### config.mk
export PLATFORM = sky130hd
export DESIGN_NAME = gpu_wb_region_bridge
export DESIGN_NICKNAME = d
export VERILOG_FILES = /design/src/rtl/gpu_wb_region_bridge.sv
export SDC_FILE = /design/constraint.sdc
export NUM_CORES = 1
export LEC_CHECK = 0
export ABC_CLOCK_PERIOD_IN_PS = 4740
export CORE_MARGIN = 4
export CORE_UTILIZATION = 33
export CTS_CLUSTER_SIZE = 20
export DETAILED_ROUTE_END_ITERATION = 16
export GPL_ROUTABILITY_DRIVEN = 0
export PLACE_DENSITY = 0.71
export SLEW_MARGIN = 20
export SYNTH_ARGS = -nofsm -noshare
export SYNTH_HDL_FRONTEND = slang
export SYNTH_SLANG_ARGS = --single-unit
### constraint.sdc
create_clock -name clk -period 4.74 [get_ports clk]
set_clock_uncertainty 0.1 [all_clocks]
set_input_delay 0.711 -clock clk [delete_from_list [all_inputs] [get_ports clk]]
set_output_delay 0.711 -clock clk [all_outputs]
set_load 0.01 [all_outputs]
### src/rtl/gpu_wb_region_bridge.sv
// rtl/gpu_wb_region_bridge.sv - Wishbone classic slave bridge: N-region decode, wait states, read-back.
// Optional GPU_WB_ERR_EN: unmapped accesses end with wb_err_o instead of wb_ack_o.
module gpu_wb_region_bridge #(
    parameter int ADDR_W      = 27,
    parameter int DATA_W      = 32,
    parameter int NUM_REGIONS = 4,
    parameter int DEC_LO      = 12,
    parameter int DEC_W       = 4,
    parameter int WAIT_CYCLES = 1,
    parameter int RD_LATENCY  = 1
) (
    input  logic                          clk,
    input  logic                          reset,
    input  logic                          wb_cyc_i,
    input  logic                          wb_stb_i,
    input  logic                          wb_we_i,
    input  logic [DATA_W/8-1:0]           wb_sel_i,
    input  logic [ADDR_W-1:0]             wb_adr_i,
    input  logic [DATA_W-1:0]             wb_dat_i,
    output logic [DATA_W-1:0]             wb_dat_o,
    output logic                          wb_ack_o,
    output logic                          wb_err_o,
    output logic [NUM_REGIONS-1:0]        o_wr_en,
    output logic [NUM_REGIONS-1:0]        o_rd_en,
    output logic [ADDR_W-1:0]             o_addr,
    output logic [DATA_W-1:0]             o_wdata,
    output logic [DATA_W/8-1:0]           o_sel,
    input  logic [NUM_REGIONS*DATA_W-1:0] i_rd_data,
    output logic                          o_busy
);

    typedef enum logic [2:0] {
        S_IDLE,
        S_WAIT,
        S_ISSUE,
        S_RDWAIT,
        S_ACK
    } state_t;

    localparam logic [3:0]       WAIT_LAST   = 4'((WAIT_CYCLES > 0) ? WAIT_CYCLES - 1 : 0);
    localparam logic [2:0]       RD_LAST     = 3'(RD_LATENCY - 1);
    localparam logic [DEC_W:0]   REGION_LIM  = (DEC_W+1)'(NUM_REGIONS);
    localparam logic [NUM_REGIONS-1:0] ONE_HOT_BASE = NUM_REGIONS'(1);

    state_t                state;
    state_t                state_nxt;
    logic [3:0]            wait_cnt;
    logic [2:0]            rd_cnt;
    logic                  we_q;
    logic [DEC_W-1:0]      region_q;
    logic                  mapped_q;
    logic                  req;
    logic [DEC_W-1:0]      region_in;
    logic                  mapped_in;
    logic                  wait_done;
    logic                  rd_done;
    logic [DATA_W-1:0]     rd_slice;
    logic [NUM_REGIONS-1:0] region_onehot;

    assign req       = wb_cyc_i & wb_stb_i;
    assign region_in = wb_adr_i[DEC_LO +: DEC_W];
    assign mapped_in = ({1'b0, region_in} < REGION_LIM);
    assign wait_done = (wait_cnt == WAIT_LAST);
    assign rd_done   = (rd_cnt == RD_LAST);

    always_ff @(posedge clk or posedge reset) begin
        if (reset) begin
            state <= S_IDLE;
        end else begin
            state <= state_nxt;
        end
    end

    always_comb begin
        state_nxt = state;
        case (state)
            S_IDLE: begin
                if (req) begin
                    state_nxt = (WAIT_CYCLES > 0) ? S_WAIT : S_ISSUE;
                end
            end
            S_WAIT: begin
                // Dropping the cycle before the strobe abandons the transfer silently.
                if (!wb_cyc_i) begin
                    state_nxt = S_IDLE;
                end else if (wait_done) begin
                    state_nxt = S_ISSUE;
                end
            end
            S_ISSUE:  state_nxt = we_q ? S_ACK : S_RDWAIT;
            S_RDWAIT: begin
                if (rd_done) begin
                    state_nxt = S_ACK;
                end
            end
            S_ACK:    state_nxt = S_IDLE;
            default:  state_nxt = S_IDLE;
        endcase
    end

    always_comb begin
        rd_slice = '0;
        for (int r = 0; r < NUM_REGIONS; r++) begin
            if (region_q == DEC_W'(r)) begin
                rd_slice = i_rd_data[r*DATA_W +: DATA_W];
            end
        end
    end

    always_ff @(posedge clk or posedge reset) begin
        if (reset) begin
            wait_cnt <= '0;
            rd_cnt   <= '0;
            we_q     <= 1'b0;
            region_q <= '0;
            mapped_q <= 1'b0;
            o_addr   <= '0;
            o_wdata  <= '0;
            o_sel    <= '0;
            wb_dat_o <= '0;
        end else begin
            if (state == S_IDLE && req) begin
                we_q     <= wb_we_i;
                region_q <= region_in;
                mapped_q <= mapped_in;
                o_addr   <= wb_adr_i;
                o_wdata  <= wb_dat_i;
                o_sel    <= wb_sel_i;
            end

            if (state == S_WAIT && wb_cyc_i && !wait_done) begin
                wait_cnt <= wait_cnt + 4'd1;
            end else begin
                wait_cnt <= '0;
            end

            if (state == S_RDWAIT && !rd_done) begin
                rd_cnt <= rd_cnt + 3'd1;
            end else begin
                rd_cnt <= '0;
            end

            // Read data is captured on the last latency edge and held only through ACK.
            if (state == S_RDWAIT && rd_done) begin
                wb_dat_o <= mapped_q ? rd_slice : '0;
            end else if (state == S_ACK) begin
                wb_dat_o <= '0;
            end
        end
    end

    assign region_onehot = ONE_HOT_BASE << region_q;
    assign o_wr_en = (state == S_ISSUE && we_q && mapped_q)  ? region_onehot : '0;
    assign o_rd_en = (state == S_ISSUE && !we_q && mapped_q) ? region_onehot : '0;
    assign o_busy  = (state != S_IDLE);

`ifdef GPU_WB_ERR_EN
    assign wb_ack_o = (state == S_ACK) && wb_cyc_i && mapped_q;
    assign wb_err_o = (state == S_ACK) && wb_cyc_i && !mapped_q;
`else
    assign wb_ack_o = (state == S_ACK) && wb_cyc_i;
    assign wb_err_o = 1'b0;
`endif

endmodule

# --- After elaboration in Yosys (flattened, before gate mapping) ---
# Cells that the tools add are included.
totals:
  out_inout_bits: 106
  wordCells: 62
  ff_bits: 111
  input_bits: 196
classes:
  shift: 1
  n_addsub: 2
  mux: 17
  n_reduce_logical: 20
  eq_ne: 10
  bitwise_logic: 1
  magnitude_cmp: 1
op_table:
  columns: ["op", "count"]
  rows:
  - ["2-to-1 mux 32 bit", 7]
  - ["2-to-1 mux 3 bit", 6]
  - ["2-to-1 mux 4 bit", 3]
  - ["one-hot mux 3 bit (4 select lines)", 1]
  - ["logical AND 1 bit", 10]
  - ["equality test 4 x 2 -> 1 bit, second input constant", 2]
  - ["logical NOT 4 bit", 2]
  - ["equality test 3 x 2 -> 1 bit, second input constant", 2]
  - ["logical NOT 3 bit", 2]
  - ["adder 4 x 1 -> 4 bit, second input constant", 1]
  - ["equality test 4 x 1 -> 1 bit, second input constant", 1]
  - ["< comparator 4 x 3 -> 1 bit, second input constant", 1]
  - ["!= test 2 bit, second input constant", 2]
  - ["left shift 1 x 4 -> 4 bit, first input constant", 1]
  - ["adder 3 x 1 -> 3 bit, second input constant", 1]
  - ["equality test 3 x 1 -> 1 bit, second input constant", 1]
  - ["equality test 3 bit, second input constant", 1]
  - ["logical NOT 1 bit", 3]
  - ["!= test 3 bit, second input constant", 1]
  - ["AND reduction 3 bit", 1]
  - ["nonzero test 3 bit", 1]
  - ["nonzero test 2 bit", 1]
  - ["bitwise AND 1 bit", 1]

# --- Logic depth before layout (Yosys ltp) ---
# Gate-level depths: netlist (run 1).
logic_depth:
  depth_word: 7
  ltp_mapped: 7

# --- Worst setup path before layout (run 1) ---
# Ideal clock, no wire load.
synth_timing:
  path_kind: "register -> output"
  startpoint: "register o_addr[13] (netlist name)"
  endpoint: "output port o_rd_en[0]"
  setup_slack_ns: 2.549
  stages_incl_launch_ff: 5
  n_path_buf: 2
  arrival_ns: 1.380
  path_cell_list: "dfrtp_1 > or3_1 > buf_6 > buf_6 > nor3_1"
synth_rtl:
  columns: ["element", "line", "rtl"]
  rows:
  - ["end, declared", "24", "output logic [NUM_REGIONS-1:0] o_rd_en,"]

# --- Final worst setup path (run 1) ---
layout_timing:
  startpoint: "register state[0]"
  endpoint: "output port o_rd_en[2]"
layout_via:
  elab_chain_len: 4
layout_rtl:
  columns: ["element", "line", "rtl"]
  rows:
  - ["start, declared", "45", "state_t state;"]
  - ["start signal, assigned", "70", "state <= state_nxt;"]
  - ["equality test 3 x 2 -> 1 bit", "154", "assign o_rd_en = (state == S_ISSUE && !we_q && mapped_q) ? region_onehot : '0;"]
  - ["logical AND 1 bit (2 in a row)", "154", null]
  - ["2-to-1 mux 4 bit", "154", null]
# No other way between the ends.

==> results of run 1 <==
logic make-up (layout without fill, tap and decap cells):
logic type | Yosys count | count (layout) | synth area share
flip-flops | 107 | 107 | 0.500
AND/OR/NAND/NOR | 107 | 107 | 0.107
multiplexers | 98 | 98 | 0.226
AO/OA/AOI/OAI | 69 | 69 | 0.104
buffers and inverters | 40 | 329 | 0.0510
adder cells (fa/ha/maj) | 4 | 4 | 0.00935
other | 1 | 1 | 0.000701
XOR/XNOR | 1 | 1 | 0.00164
power by group through the flow:
stage / clock network, W / registers (W) / logic [W]
after CTS: 0.000728 / 0.00153 / 0.00224
after global routing: 0.000755 / 0.00158 / 0.00235
after detailed placement: 0 / 0.00154 / 0.00223
after floorplan: 0 / 0.00162 / 0.00107
after global placement: 0 / 0.00152 / 0.00219
final: 0.000698 / 0.00153 / 0.00221
final cells by class:
cell class                      instances  share of cell area
Clock inverter                          4             0.00316
Sequential cell                       107               0.307
Multi-Input combinational cell        280               0.276
Inverter                                6             0.00287
Tap cell                              216              0.0310
Clock buffer                           11              0.0278
Timing Repair Buffer                  308               0.353
metal layers:
| layer | track usage | up-vias | wire, microns |
|---|---|---|---|
| li1 | - | 2115 | - |
| met1 | 0.208 | 2266 | 6640 |
| met2 | 0.342 | 219 | 9160 |
| met3 | 0.0624 | 39 | 1610 |
| met4 | 0.0756 | 2 | 557 |
| met5 | 0 | - | 13 |
final timing paths:
kind / start / end / slack [ns] / cells after the start
worst max-delay path: state[0]$_DFFE_PP0P_ / o_rd_en[2] / 1.77 / 4
min in group asynchronous: reset / o_wdata[21]$_DFFE_PP0P_ / 0.79 / 2
worst max register to register: o_addr[12]$_DFFE_PP0P_ / wb_dat_o[1]$_DFFE_PP0P_ / 2.08 / 5
worst min register to register: rd_cnt[0]$_DFF_PP0_ / rd_cnt[0]$_DFF_PP0_ / 0.37 / 1
worst min-delay path: rd_cnt[0]$_DFF_PP0_ / rd_cnt[0]$_DFF_PP0_ / 0.37 / 1
max in group asynchronous: reset / o_wdata[7]$_DFFE_PP0P_ / 2.68 / 3
registers in the layout, summed over array words and instances (netlist names):
name	cells
wait_cnt	4
state	3
wb_dat_o	32
o_wdata	32
o_sel	4
rd_cnt	3
mapped_q	1
o_addr	27
we_q	1
worst max-delay path: stages, from the launching register on:
cell and delay (ns):
dfrtp_1 0.46, nor4bb_1 0.41, nand2b_1 0.19, nor3_1 0.17, clkdlybuf4s50_1 0.59
stage by stage:
step	cell area [sq um]	power, W	worst slack (ns)	hold slack [ns]
2_1_floorplan	5350	0.00270	1.11	0.340
3_3_place_gp	8450	0.00371	2.02	0.355
3_5_place_dp	8450	0.00377	2.02	0.368
4_1_cts	8720	0.00450	1.73	0.376
5_1_grt	8720	0.00469	1.55	0.407
6_report	8720	0.00444	1.77	0.373
Yosys cell counts:
library cell,count,area share
or3_1,2,0.0023
o21bai_1,1,0.0014
mux2_4,39,0.11
nand4b_1,1,0.0016
nor3b_1,1,0.0014
conb_1,1,0.00070
buf_4,4,0.0056
o31ai_1,1,0.0014
or3b_1,1,0.0016
buf_2,13,0.012
xor2_1,1,0.0016
mux2_2,26,0.055
mux2i_1,33,0.062
nor3_1,5,0.0047
nand2_1,2,0.0014
a21boi_0,1,0.0014
nor2_1,43,0.030
and3_1,2,0.0023
a21oi_1,1,0.00093
and3b_1,1,0.0016
clkbuf_1,4,0.0028
a22oi_1,1,0.0014
a32o_1,32,0.060
nor2b_1,2,0.0023
dfrtp_1,107,0.50
nand2b_1,36,0.042
clkbuf_2,1,0.00093
nor4bb_1,1,0.0019
buf_6,12,0.025
nand4bb_1,1,0.0021
o22ai_1,32,0.037
inv_1,6,0.0042
nor2_2,1,0.0012
nand3_1,4,0.0037
and4bb_1,1,0.0023
ha_1,4,0.0094
nand3b_1,3,0.0042
placed cells by master, fill, tap and decap left out, types with 2 or more instances in the layout:
| cell | count |
|---|---|
| mux2_2 | 26 |
| nor2b_1 | 2 |
| and3_1 | 2 |
| nand3_1 | 4 |
| nor3_1 | 5 |
| or3_1 | 2 |
| clkdlybuf4s50_1 | 300 |
| ha_1 | 4 |
| mux2i_1 | 33 |
| clkbuf_16 | 9 |
| inv_1 | 5 |
| a32o_1 | 32 |
| mux2_4 | 39 |
| nand2b_1 | 36 |
| nand2_1 | 2 |
| nand3b_1 | 3 |
| clkinv_4 | 2 |
| dfrtp_1 | 106 |
| o22ai_1 | 32 |
| nor2_1 | 43 |
| clkinv_2 | 2 |
| buf_4 | 7 |
==> flow_summary_export.csv, run 1 <==
group,metric,value,unit
outcome,status,"finished, final reports clean",
clocking,post_cts_buffers,0,
floorplan,die_h,135,microns
cells_and_area,area_growth_syn_to_layout,63.1,%
critical_path,critPathLaunchType,"register",
floorplan,die_x,135,microns
grt,grt_max_degree,73,
critical_path,endpoint_kind,"output port",
route,wl,18.0,mm
run,drv_cap,0,
cells_and_area,nFillCells,1381,
clocking,clkSinkCount,107,
route,drtIter0Drc,155,
worst_hold_path,hold_class,"register to register",
timing,final.min_clock_period,2.97,ns
route,ant_nets,0,
timing,setup_viol,0,
power_and_ir_drop,swShare,0.334,
power_and_ir_drop,power_frac_comb,0.498,
floorplan,die-area,18300,sq um
clocking,cts_resized,0,
critical_path,worstPathRequired,3.93,ns
power_and_ir_drop,ir_drop,0.000298,V
power_and_ir_drop,powerDensity,509,nW/um^2
cells_and_area,drive_gt1_frac,0.127,
synth,ys_ff_latch,107,
grt,grt_overflow,0,
clocking,cts.reportedPaths.clkPinSlew,0.07,ns
synth,synth-seq-area-share,0.500,
timing,timing.final.hold_violations,0,
clocking,cts_inserted_buffers,9,
timing,timing.final.crit_share,0.626,
synth,synth_nets,627,
synth,avgSynthCellArea,12.5,sq um
clocking,insertion_delay,0.34,ns
cells_and_area,diodes,0,
clocking,cts_hold_buf,0,
synth,synth_cells,427,
grt,antenna_found_initial,1,
synth,yosys_warnings,0,
power_and_ir_drop,power.internal,0.00295,W
floorplan,start_util,0.337,
grt,grt_pass1_vias,5112,
route,dr.pass1.iters,5,
timing,slew_headroom,0.382,
clocking,cts_tree,"yes",
cells_and_area,post-route-util,0.549,
placed_design,dp_hpwl,13.8,mm
floorplan,core_area,15900,sq um
critical_path,path_class,"register to output port",
route,via_count,4641,
floorplan,rows,46,
floorplan,pin_count,302,
timing,max_freq,337,MHz
placed_design,placedCellCount,917,
clocking,htreeDepth,3,
power_and_ir_drop,p_leak,3.69,nW
route,route.detailed.drc,0,
timing,rsz0062_at_grt,"false",
power_and_ir_drop,power.switching,0.00148,W
synth,syn_area,5350,sq um
route,vias_per_cell,4.98,
timing,slew_viol_final,0,
cells_and_area,nNetsFinal,912,
grt,track_usage,0.191,
critical_path,crit_fanout,8,
power_and_ir_drop,seqPwrFrac,0.345,
power_and_ir_drop,p_clk_frac,0.157,
clocking,ctsRootBufferMaster,"clkbuf_16",
grt,grt_pass1_wl,27.5,mm
placed_design,io_buffers,300,
route,routedWlPerCell,19.3,microns
synth,synth.distinct_cells,37,
clocking,clk_path_buf_depth,2,
critical_path,arrival,2.16,ns
timing,tightest_slew,0.927,ns
cells_and_area,ff_latch_area,2680,sq um
cells_and_area,multi_input_area,2400,sq um
cells_and_area,fin_cells,932,
timing,finalSetupTns,0,ns
No activity file was read; power rests on OpenSTA's default activity.
==> run 2: changes to the inputs <==
Settings changed: ABC_CLOCK_PERIOD_IN_PS 4740 to 2500, PLACE_DENSITY 0.71 to 0.73.
Clock period 4.74 ns to 2.5 ns, I/O delays scaled along.
==> run 2 against run 1 <==
  * Critical path depth stayed put
  * Sequential power increased by 88%
  * Critical path type unchanged
  * Clock power up 100%
  * Largest power group unchanged
==> flow_summary_export.csv, run 2 (synthesis results as in run 1) <==
group,metric,value,unit
cells_and_area,reg_top3,"o_wdata (32), wb_dat_o (32), o_addr (27)",
worst_hold_path,hold_class,"input pin to async pin",
route,met3_length,1.47,mm
route,wirelength_met1,6.98,mm
clocking,cts_hold_buf,0,
route,drtIter0Drc,198,
cells_and_area,fin_area,8880,sq um
critical_path,worstPathRequired,2.03,ns
critical_path,worst-path-buf-inv,1,
floorplan,pin_count,302,
power_and_ir_drop,ir_drop,0.000576,V
critical_path,critPathTopFamily,"simple AND/OR/NAND/NOR gates",
clocking,cts_tree,"yes",
critical_path,ff2ff_path_depth,6,
timing,finalSetupTns,0,ns
timing,slew_viol_final,0,
power_and_ir_drop,powerDensity,974,nW/um^2
critical_path,crit_fanout,5,
cells_and_area,diodes,0,
critical_path,path_class,"register to output port",
critical_path,slowest_stage,"clkdlybuf4s50_1",
outcome,status,"finished, final reports clean",
route,routedWlPerCell,19.0,microns
floorplan,rows,46,
placed_design,io_buffers,300,
timing,setup_viol,0,
placed_design,preCtsSetupSlack,0.193,ns
timing,timing.final.hold_violations,0,
placed_design,dp_hpwl,13.7,mm
critical_path,arrival,1.95,ns
grt,track_usage,0.188,
critical_path,endpoint_kind,"output port",
cells_and_area,post-route-util,0.559,
route,route.detailed.drc,0,
critical_path,r2r-end,"wb_dat_o[25]$_DFFE_PP0P_",
run,drv_cap,0,
route,vias_per_cell,4.91,
critical_path,cpPeakStageDelay,0.54,ns
grt,antenna_found_initial,0,
critical_path,r2r_setup_slack,0.62,ns
grt,grt_max_degree,74,
floorplan,die_h,135,microns
clocking,cts_inserted_buffers,9,
cells_and_area,final_common_cell,"clkdlybuf4s50_1",
floorplan,die_x,135,microns
timing,max_freq,413,MHz
route,dr.pass1.iters,7,
clocking,htreeDepth,3,
grt,grt_pass1_vias,5059,
cells_and_area,area_growth_syn_to_layout,65.9,%
route,ant_nets,0,
placed_design,placed_area,8520,sq um
clocking,clk_path_buf_depth,2,
clocking,clkSinkCount,107,
route,via_count,4627,
route,wl,17.9,mm
route,highest_layer,"met4",
power_and_ir_drop,finalPower,0.00864,W
cells_and_area,layout_common_cells,"clkdlybuf4s50_1, dfrtp_1, nor2_1",
floorplan,die-area,18300,sq um
cells_and_area,drive_gt1_frac,0.147,
timing,setup_ws,0.0776,ns
critical_path,r2r-start,"rd_cnt[0]$_DFF_PP0_",
clocking,insertion_delay,0.35,ns
power_and_ir_drop,p_leak,3.79,nW
critical_path,critPathLaunchType,"register",
critical_path,path_cells,"nor4bb_4, nand2b_1, nor2_1, clkdlybuf4s50_1",
cells_and_area,nNetsFinal,921,
floorplan,core_area,15900,sq um
timing,timing.final.crit_share,0.969,
grt,grt_overflow,0,
clocking,cts.reportedPaths.clkPinSlew,0.07,ns
grt,grt_pass1_wl,27.1,mm
timing,final.min_clock_period,2.42,ns
clocking,ctsRootBufferMaster,"clkbuf_16",
route,wl_met2,9.05,mm
floorplan,start_util,0.337,
[run 2: cell types whose count changed in the layout (fill, tap and decap cells not counted), moves of 2 or more]
cell             previous run  this run
buf_12                      1         4
buf_4                       7        13
clkbuf_8                    1         3
clkdlybuf4s50_1           300       295
dfrtp_1                   106       104
dfrtp_2                     1         3
dlygate4sd2_1               0         4
[run 2: area by class of cell]
| type | instances | area [sq um] |
|---|---|---|
| Inverter | 6 | 26.3 |
| Tap cell | 216 | 270 |
| Clock buffer | 12 | 267 |
| Timing Repair Buffer | 317 | 3180 |
| Fill cell | 1356 | 7010 |
| Multi-Input combinational cell | 280 | 2420 |
| Clock inverter | 4 | 31.3 |
| Sequential cell | 107 | 2680 |
[run 2: worst max path at each step]
stage / start / endpoint / slack (ns) / cells past startpoint
floorplan: o_addr[13]$_DFFE_PP0P_ / o_rd_en[0] / 0.65 / 4
global placement: state[0]$_DFFE_PP0P_ / o_wr_en[0] / 0.25 / 4
detailed placement: state[0]$_DFFE_PP0P_ / o_wr_en[2] / 0.19 / 4
CTS: state[0]$_DFFE_PP0P_ / o_rd_en[1] / 0.03 / 4
global route: state[2]$_DFFE_PP0P_ / o_rd_en[3] / -0.02 / 4
finish: state[2]$_DFFE_PP0P_ / o_rd_en[3] / 0.08 / 4
[run 2: per-layer routing]
metal,up-vias,GRT usage
li1,2136,-
met5,-,0
met3,28,0.0568
met2,196,0.334
met4,0,0.0644
met1,2267,0.215
[run 2: worst min-delay path: stages]
cell and delay [ns]:
clkdlybuf4s50_1 0.44, clkinvlp_4 0.11, buf_12 0.30
[run 2: repair_timing]
| item | 4_1_cts | 5_1_grt |
|---|---|---|
| pin swaps | 0 | 1 |
| setup buffers | 0 | 5 |
| endpoints found under the hold margin | 0 | 0 |
| gates resized for setup | 8 | 3 |
| setup endpoints to repair | 8 | 4 |
[run 2: metrics by stage]
stage | hold slack, ns | instances
final | 0.362 | 942
after global routing | 0.404 | 942
after CTS | 0.398 | 937
after detailed placement | 0.380 | 921
after global placement | 0.355 | 921
after floorplan | 0.340 | 427
[run 2: power by group]
group / internal [W] / leakage, nW / switching, W
Combinational: 0.00259 / 2.29 / 0.00176
Sequential: 0.00240 / 1.35 / 0.000487
Clock: 0.000764 / 0.149 / 0.000645
Total: 0.00575 / 3.79 / 0.00289
==> run 3: changes to the inputs <==
Settings changed: MAX_ROUTING_LAYER from default to met4.
==> run 3 against run 2 <==
  * Core utilization did not move
  * Count of clock-buffer cells in the layout did not move
  * Non-clock buffer count did not move
  * Total power barely moved
  * Cell count did not move
  * Maximum frequency rose by 0.18%
  * Largest power group unchanged
  * Critical path depth did not move
  * Sequential power barely moved
  * Clock power barely moved
  * Sequential cell count did not move
  * Critical path type unchanged
  * Sequential share of layout area did not move
  * First-iteration DRC count rose by 11%
==> flow_summary_export.csv, run 3 (synthesis results as in run 1) <==
group,metric,value,unit
floorplan,start_util,0.337,
clocking,insertion_delay,0.35,ns
floorplan,die_x,135,microns
cells_and_area,nNetsFinal,921,
worst_hold_path,hold_class,"input pin to async pin",
critical_path,path_cells,"nor4bb_4, nand2b_1, nor2_1, clkdlybuf4s50_1",
floorplan,core_area,15900,sq um
clocking,clkSinkCount,107,
cells_and_area,nFillCells,1356,
cells_and_area,diodes,0,
route,dr.pass1.iters,4,
power_and_ir_drop,p_leak,3.79,nW
route,wl,17.8,mm
timing,timing.final.hold_violations,0,
critical_path,arrival,1.94,ns
critical_path,critPathLaunchType,"register",
clocking,ctsRootBufferMaster,"clkbuf_16",
cells_and_area,drive_gt1_frac,0.147,
route,vias_per_cell,4.90,
placed_design,dp_hpwl,13.7,mm
grt,antenna_found_initial,0,
cells_and_area,layout_common_cells,"clkdlybuf4s50_1, dfrtp_1, nor2_1",
route,drtIter0Drc,219,
critical_path,path_class,"register to output port",
grt,grt_pass1_vias,5055,
route,ant_nets,0,
critical_path,worstPathRequired,2.03,ns
clocking,clk_path_buf_depth,2,
cells_and_area,fin_cells,942,
clocking,cts_hold_buf,0,
outcome,status,"finished, final reports clean",
cells_and_area,final_common_cell,"clkdlybuf4s50_1",
placed_design,io_buffers,300,
critical_path,endpoint_kind,"output port",
power_and_ir_drop,ir_drop,0.000576,V
power_and_ir_drop,powerDensity,973,nW/um^2
route,route.detailed.drc,0,
grt,track_usage,0.194,
cells_and_area,area_growth_syn_to_layout,65.9,%
critical_path,crit_fanout,5,
floorplan,die_h,135,microns
floorplan,pin_count,302,
floorplan,rows,46,
clocking,cts.reportedPaths.clkPinSlew,0.07,ns
timing,max_freq,414,MHz
route,routedWlPerCell,18.9,microns
critical_path,slowest_stage,"clkdlybuf4s50_1",
grt,grt_max_degree,74,
critical_path,cpPeakStageDelay,0.54,ns
timing,setup_viol,0,
cells_and_area,post-route-util,0.559,
timing,final.min_clock_period,2.42,ns
floorplan,die-area,18300,sq um
run,drv_cap,0,
timing,slew_viol_final,0,
critical_path,worst-path-buf-inv,1,
clocking,htreeDepth,3,
grt,grt_overflow,0,
timing,timing.final.crit_share,0.967,
grt,grt_pass1_wl,27.1,mm
clocking,cts_tree,"yes",
critical_path,critPathTopFamily,"simple AND/OR/NAND/NOR gates",
cells_and_area,reg_top3,"o_wdata (32), wb_dat_o (32), o_addr (27)",
clocking,cts_inserted_buffers,9,
placed_design,placedCellCount,921,
route,via_count,4615,
==> run 3: cell counts in the layout (fill, tap and decap cells not counted) <==
Identical to the previous run, type by type.
==> run 3: worst register-to-register path: stages (launching register included) <==
cell     delay (ns)
dfrtp_1        0.41
inv_1          0.07
ha_1           0.18
nor2b_1        0.31
and3_1         0.33
buf_12         0.22
a32o_1         0.21
==> run 3: where the power goes <==
| part | internal, W | switching, W |
|---|---|---|
| Combinational | 0.00259 | 0.00176 |
| Clock | 0.000764 | 0.000642 |
| Sequential | 0.00240 | 0.000488 |
==> run 3: worst paths after layout <==
path	start	end	slack, ns	cells past startpoint
max reg2reg	rd_cnt[0]$_DFF_PP0_	wb_dat_o[25]$_DFFE_PP0P_	0.61	6
min reg2reg	wb_dat_o[16]$_DFFE_PP0P_	wb_dat_o[16]$_DFFE_PP0P_	0.39	1
max in group asynchronous	reset	wb_dat_o[5]$_DFFE_PP0P_	1.54	3
min	reset	o_wdata[23]$_DFFE_PP0P_	0.37	3
min in group clk	wb_dat_o[16]$_DFFE_PP0P_	wb_dat_o[16]$_DFFE_PP0P_	0.39	1
max	state[2]$_DFFE_PP0P_	o_rd_en[3]	0.08	4
==> run 3: layer usage <==
metal	vias to the layer above	part of all wire	global-route usage
li1	2139	-	-
met1	2252	0.40	0.220
met2	198	0.51	0.334
met3	26	0.073	0.0490
met4	0	0.020	0.0644
met5	-	0	-
==> run 3: layout make-up <==
cell class	instances	area [sq um]	share of cell area
Tap cell	216	270	0.0304
Clock buffer	12	267	0.0300
Timing Repair Buffer	317	3180	0.358
Sequential cell	107	2680	0.302
Inverter	6	26.3	0.00296
Clock inverter	4	31.3	0.00352
Multi-Input combinational cell	280	2420	0.273
==> run 3: repair_timing <==
action | in CTS | in global routing
buffers inserted | 0 | 5
pin swaps | 0 | 1
cloned | 0 | 0
gates resized for setup | 8 | 3
endpoints found under the setup margin | 8 | 4
==> run 3: per-stage QoR <==
stage	setup TNS, ns	power (W)	area [sq um]	setup slack [ns]	hold WS [ns]
3_5_place_dp	0	0.00723	8520	0.193	0.380
2_1_floorplan	0	0.00511	5350	0.645	0.340
4_1_cts	0	0.00871	8830	0.0332	0.398
6_report	0	0.00864	8880	0.0821	0.367
5_1_grt	-0.0144	0.00911	8880	-0.0144	0.404
3_3_place_gp	0	0.00710	8520	0.246	0.355
